**src/rtl/text_buffer_ctrl.sv**
```systemverilog
// 16x16 text-cell buffer: single-port RAM shared between the renderer (active video),
// two round-robin write requesters and a full-screen clear engine (vertical blanking only).
module text_buffer_ctrl #(
  parameter logic [6:0] CLEAR_CHAR = 7'h20,
  parameter int         CELLS      = 256
) (
  input  logic       clk,
  input  logic       rst,
  input  logic       vblank,
  input  logic [7:0] char_xy,
  output logic [6:0] char_code,
  input  logic       req0_valid,
  input  logic [7:0] req0_addr,
  input  logic [6:0] req0_data,
  output logic       req0_ready,
  input  logic       req1_valid,
  input  logic [7:0] req1_addr,
  input  logic [6:0] req1_data,
  output logic       req1_ready,
  input  logic       clr_start,
  output logic       busy,
  output logic       text_en
);

  typedef enum logic [0:0] {
    IDLE  = 1'b0,
    CLEAR = 1'b1
  } state_e;

  state_e     state_q, state_d;
  logic [7:0] cnt_q, cnt_d;
  logic       ptr_q, ptr_d;
  logic       cleared_once_q, cleared_once_d;
  logic       text_en_q, text_en_d;
  logic [6:0] char_code_q;
  logic [6:0] mem_q [CELLS];

  logic       arb_ok_s;
  logic       grant0_s;
  logic       grant1_s;
  logic       wr_en_s;
  logic [7:0] wr_addr_s;
  logic [6:0] wr_data_s;

  // Next-state, arbitration and the single RAM write port.
  always_comb begin
    state_d        = state_q;
    cnt_d          = cnt_q;
    ptr_d          = ptr_q;
    cleared_once_d = cleared_once_q;
    wr_en_s        = 1'b0;
    wr_addr_s      = 8'h00;
    wr_data_s      = 7'h00;
    // Grants are held off during reset so no write can sneak in on a reset edge.
    arb_ok_s  = rst & (state_q == IDLE) & vblank & ~clr_start;
    grant0_s  = arb_ok_s & req0_valid & (~req1_valid | ~ptr_q);
    grant1_s  = arb_ok_s & req1_valid & (~req0_valid | ptr_q);
    text_en_d = cleared_once_q & (state_q != CLEAR);
    case (state_q)
      IDLE: begin
        cnt_d = 8'h00;
        if (clr_start) begin
          state_d = CLEAR;
        end else if (grant0_s) begin
          wr_en_s   = 1'b1;
          wr_addr_s = req0_addr;
          wr_data_s = req0_data;
          ptr_d     = 1'b1;
        end else if (grant1_s) begin
          wr_en_s   = 1'b1;
          wr_addr_s = req1_addr;
          wr_data_s = req1_data;
          ptr_d     = 1'b0;
        end else begin
          state_d = IDLE;
        end
      end
      CLEAR: begin
        if (vblank) begin
          wr_en_s   = rst;
          wr_addr_s = cnt_q;
          wr_data_s = CLEAR_CHAR;
          cnt_d     = cnt_q + 8'd1;
          if (cnt_q == 8'hFF) begin
            state_d        = IDLE;
            cleared_once_d = 1'b1;
          end else begin
            state_d = CLEAR;
          end
        end else begin
          cnt_d = cnt_q;
        end
      end
      default: begin
        state_d = IDLE;
      end
    endcase
  end

  // Control registers and the renderer read path.
  always_ff @(posedge clk) begin
    if (!rst) begin
      state_q        <= IDLE;
      cnt_q          <= 8'h00;
      ptr_q          <= 1'b0;
      cleared_once_q <= 1'b0;
      text_en_q      <= 1'b0;
      char_code_q    <= 7'h00;
    end else begin
      state_q        <= state_d;
      cnt_q          <= cnt_d;
      ptr_q          <= ptr_d;
      cleared_once_q <= cleared_once_d;
      text_en_q      <= text_en_d;
      if (!vblank) begin
        char_code_q <= mem_q[char_xy];
      end
    end
  end

  // Text RAM contents are deliberately not reset.
  always_ff @(posedge clk) begin
    if (wr_en_s) begin
      mem_q[wr_addr_s] <= wr_data_s;
    end
  end

  assign char_code  = char_code_q;
  assign busy       = (state_q == CLEAR);
  assign text_en    = text_en_q;
  assign req0_ready = grant0_s;
  assign req1_ready = grant1_s;

endmodule

```
**config.mk**
```make
export PLATFORM = sky130hd
export DESIGN_NAME = text_buffer_ctrl
export DESIGN_NICKNAME = d
export VERILOG_FILES = /design/src/rtl/text_buffer_ctrl.sv
export SDC_FILE = /design/constraint.sdc
export NUM_CORES = 2
export LEC_CHECK = 0
export CORE_UTILIZATION = 30
export DETAILED_ROUTE_END_ITERATION = 8
export SYNTH_ARGS = -nofsm -noshare
export SYNTH_HDL_FRONTEND = slang
export SYNTH_SLANG_ARGS = --single-unit
```
**constraint.sdc**
```tcl
create_clock -name clk -period 6.82 [get_ports clk]
set_input_delay 1.364 -clock clk [delete_from_list [all_inputs] [get_ports clk]]
set_output_delay 1.364 -clock clk [all_outputs]
set_load 0.005 [all_outputs]
```
# Yosys cells after proc, flatten, opt, wreduce, memory -nomap -nowiden

Memories as Yosys holds them, arrays and structs flattened. A register that Yosys moved wholly into a read port is not among the register bits.
Index checks and enable logic that the tools add are counted.

$add $sub $neg: 1
Multipliers: 0
Div/mod/pow operators: 0
Magnitude comparators: 0
Equal/unequal tests: 2
Shifts and indexed selects: 0
Mux-type cells: 25
Bitwise operators: 15
Reductions and logical operators: 5

Operator list:

| operator            | count |
|---|---|
| $mux 8              | 5 |
| $pmux 8 s2          | 2 |
| $mux 7              | 3 |
| $pmux 7 s2          | 1 |
| $mux 1              | 11 |
| $add 8x1->8 const B | 1 |
| $and 1x1->1         | 8 |
| $eq 8x8->1 const B  | 1 |
| $mux 6              | 1 |
| $reduce_and 3->1    | 2 |
| $not 1->1           | 5 |
| $pmux 1 s2          | 2 |
| $logic_not 1->1     | 2 |
| $ne 2x2->1 const B  | 1 |
| $or 1x1->1          | 2 |
| $reduce_bool 2->1   | 1 |

Register bits after elaboration: 12
Latch bits: 0
Memory bits (writable): 1792
Bits in read-only memories: 0
Bits of input ports: 44
Output and inout bits: 11
Logic and storage cells: 54
Memories: 1

Memory list:

| name  | words | bits a word | read ports | clocked after Yosys merged registers in | write ports | RTL line | text |
|---|---|---|---|---|---|---|---|
| mem_q | 256   | 7           | 1          | 1                                       | 1           | 36       | `logic [6:0] mem_q [CELLS];` |

# Logic depth before layout (Yosys ltp)

Depth in word-level cells: 12
Depth in mapped cells: 13
Gate-level depth less buffers: 7

# Worst setup path before layout

OpenSTA, ideal clock, no wires.

Path kind: in2reg
Start: in req1_valid
End: mem mem_q[0][5] (data pin)
Setup time: 0.864 ns
Data arrival time: 5.470 ns
Required time: 5.956 ns
Slack: 0.486 ns
Stages on the path: 5
Buffers on the path: 2
Cell sequence: buf_2 a21boi_2 nor2b_1 buf_2 a221o_1

Longest elaborated chain between the ends: 6
Elaborated cells between the ends (all ways): 9
Classes of those cells: 4 x mux; 5 x bitwise

RTL lines:

| element            | RTL line | text |
|---|---|---|
| start: declaration | 16       | `input logic req1_valid,` |
| $not 1->1          | 56       | `grant0_s = arb_ok_s & req0_valid & (~req1_valid \| ~ptr_q);` |
| $or 1x1->1         | 56       |  |
| $and 1x1->1        | 56       |  |
| net req0_ready     | 15       | `output logic req0_ready,` |
| $mux 7             | 64       | `end else if (grant0_s) begin` |
| $mux 7             | 62       | `if (clr_start) begin` |
| $pmux 7 s2         | 59       | `case (state_q)` |
| net wr_data_s[5]   | 43       | `logic [6:0] wr_data_s;` |
| end: declaration   | 36       |  |

The timed path passes the listed nets, and every way through them passes these cells.

# Worst setup path after layout

Start: in vblank
End: mem mem_q[49][1] (enable)

Longest elaborated chain between the ends: 10
Elaborated cells between the ends (all ways): 18
Classes of those cells: 12 x mux; 6 x bitwise

RTL lines:

| element                      | RTL line | text |
|---|---|---|
| start: declaration           | 9        | `input logic vblank,` |
| $and 1x1->1 (2 in series)    | 55       | `arb_ok_s = rst & (state_q == IDLE) & vblank & ~clr_start;` |
| $and 1x1->1 (2 in series)    | 57       | `grant1_s = arb_ok_s & req1_valid & (~req0_valid \| ptr_q);` |
| $mux 1                       | 69       | `end else if (grant1_s) begin` |
| $mux 1                       | 64       |  |
| $mux 1                       | 62       |  |
| $pmux 1 s2                   | 59       |  |
| $mux 1                       | 123      | `if (wr_en_s) begin` |
| $mux 1 (implied by the code) | 124      | `mem_q[wr_addr_s] <= wr_data_s;` |

Parallel ways exist; a longest one is shown, timed or not.

==> run summary <==
Fin. Hold Viols = 0
Fin Setup TNS = 0 ns
Post-synth EDFFs = 1792
Hold buffer count at CTS = 0
Pin count of the biggest net entering global routing = 169
Ys flop type = edfxtp_1
CP Max Fanout = 21
Final Critical Period = 4.861 ns
Status = finished clean
Largest area contributor in the netlist = edfxtp_1
Initial Utilization = 30.19%
Pwr Total = 22950 µW
Synthesis-to-finish area growth = 14.12%
Max Cap Viol = 0
Top Ports = 55
Multi-input gate area = 15530 µm²
First-pass GRT wire length = 260300 µm
Root buffer cell = clkbuf_16
Slew margin rel. = 7.220%
Setup violations, final = 0
Clock buffer depth = 3
Post-route DRC = 0
Kind of end point of the critical path = flip-flop
Row count = 178
Die H = 488.7 µm
Via/cell ratio = 5.080
Nets@finish = 3768
Synth Register Bits = 1811
RSZ-0062 raised after global routing = no
Syn Nets = 3649
Core box area = 235400 µm²
Share of the yosys chip area belonging to registers = 76.25%
Post-synth top cells = edfxtp_1 (1792), mux4_2 (327), nor2_1 (322)
Synth top area cells = edfxtp_1 (76%), mux4_2 (10%), mux2i_1 (4.0%)
Worst Path Arrival = 5.28 ns
Worst vdd ir = 0.0002384 V
Num CTS Buffers = 181
Grt ovf = 0
Setup CP Type = in -> reg
Drt first pass iters = 6
Max Slew Vio Count = 0
Worst-margin pin slew = 1.357 ns
Worst skew pair latency = 0.80 ns
Setup fix buffers added after clock tree synthesis = 0
Die ar. = 238900 µm²
Port bufs = 54
Post-CTS Resized = 0
Final worst path period share = 71.27%
Initial antenna violation count = 2
H-tree lvl count = 4
Clock skew = 0.03587 ns
All-layer global routing usage = 14.96%
Non-filler cells, final = 7037
Distinct cells, synth = 67
Final Util = 34.45%
Worst-path clk slew = 0.06 ns
Final wirelength = 180300 µm
DP Wirelength = 111600 µm
CP Data Required Time = 7.24 ns
Register Area = 54190 µm²
Cell area after synthesis = 71070 µm²
Clk sink count = 1811
Placed insts = 6690
Syn avg cell area = 19.72 µm²
GPL Wtd Cong = 0.8595
Hold WC Path Type = reg -> reg
CTS tree = yes
Synth top area share = 75.71%
Pleak = 0.02521 µW
Wire per inst = 25.62 µm
Final ANT Viol Nets = 0
Ys async rst share = 0%
Most common cell in the netlist = edfxtp_1
Fmax = 205.7 MHz
Vias = 35.75k
Pwr Density = 283.0 nW/µm²
Layout cells sized above 1 = 18.10%
Initial drt markers = 4026
Vias in the first global route = 35.77k
Fillers = 21.80k
YS warnings = 0
Die outline width = 488.7 µm
Type of element launching the critical path = primary input
Post-Synthesis Cells = 3604
[worst max-delay path: stages]
cell and delay (ns):
clkdlybuf4s50_1 0.46, buf_4 0.27, nand4bb_1 0.39, nor2_1 0.34, a21oi_1 0.10, nor3_2 0.43
nand3_1 0.82, buf_4 0.52, nor2_1 0.54
[kinds of logic (layout without fill, tap and decap cells)]
| group | after synthesis | after routing | synth area share, % |
|---|---|---|---|
| multiplexers | 614 | 614 | 14.41 |
| adder cells (fa/ha/maj) | 1 | 1 | 0.01760 |
| flip-flops | 1811 | 1811 | 76.25 |
| AO/OA/AOI/OAI | 378 | 378 | 3.815 |
| buffers and inverters | 219 | 493 | 2.028 |
| other | 0 | 9 | 0 |
| XOR/XNOR | 5 | 5 | 0.06161 |
| AND/OR/NAND/NOR | 576 | 576 | 3.424 |
[layout by cell type (no fill, tap or decap), drive strengths merged, types with 19 or more instances in the layout]
master	instances
nand2	130
nand3	53
mux2i	286
nor2	323
buf	98
a21oi	50
a211oi	22
edfxtp	1792
clkbuf	229
clkdlybuf4s50	50
mux4	327
a22oi	37
o221ai	50
dfxtp	19
clkinv	80
o22ai	93
o21ai	28
[registers in the layout, indices dropped and copies added (netlist names)]
name / flops
char_code: 7
ptr_q: 1
cnt_q: 8
text_en: 1
busy: 1
cleared_once_q: 1
mem_q: 1792
[stage by stage]
stage	hold slack, ns	instance area, µm²	worst slack, ns
global placement	0.4453	75250	1.204
global route	0.4869	81100	1.737
finish	0.4649	81110	1.959
detailed placement	0.4488	75250	1.138
floorplan	0.4336	71070	0.4864
CTS	0.4637	81090	1.985
[metal layers]
layer / GRT usage [%] / up-vias / wire length [µm]
li1: - / 15120 / -
met4: 5.426 / 0 / 6126
met5: 0 / - / 0
met2: 24.32 / 1440 / 86930
met3: 2.504 / 275 / 11780
met1: 20.12 / 18920 / 75470
[area by class of cell]
cell class	count	share of cell area, %
clock inverter	109	1.174
tap	3150	4.859
clock buffer	229	6.016
antenna	9	0.02777
inverter	7	0.03239
multi-input combinational	1574	19.15
sequential	1811	66.81
timing repair buffer	148	1.928
[power by group]
| group | switching [µW] | internal, µW |
|---|---|---|
| Clock | 4150 | 5600 |
| Sequential | 17.6 | 12100 |
| Combinational | 642 | 400 |
| Total | 4810 | 18100 |
[final timing paths]
kind | start | to | slack [ns] | cells past startpoint
max | vblank | mem_q[49][1] | 1.96 | 9
min | cleared_once_q | cleared_once_q | 0.46 | 1
min reg2reg | cleared_once_q | cleared_once_q | 0.46 | 1
max reg2reg | busy | mem_q[49][1] | 2.77 | 7
No activity file was read; power rests on OpenSTA's default activity.
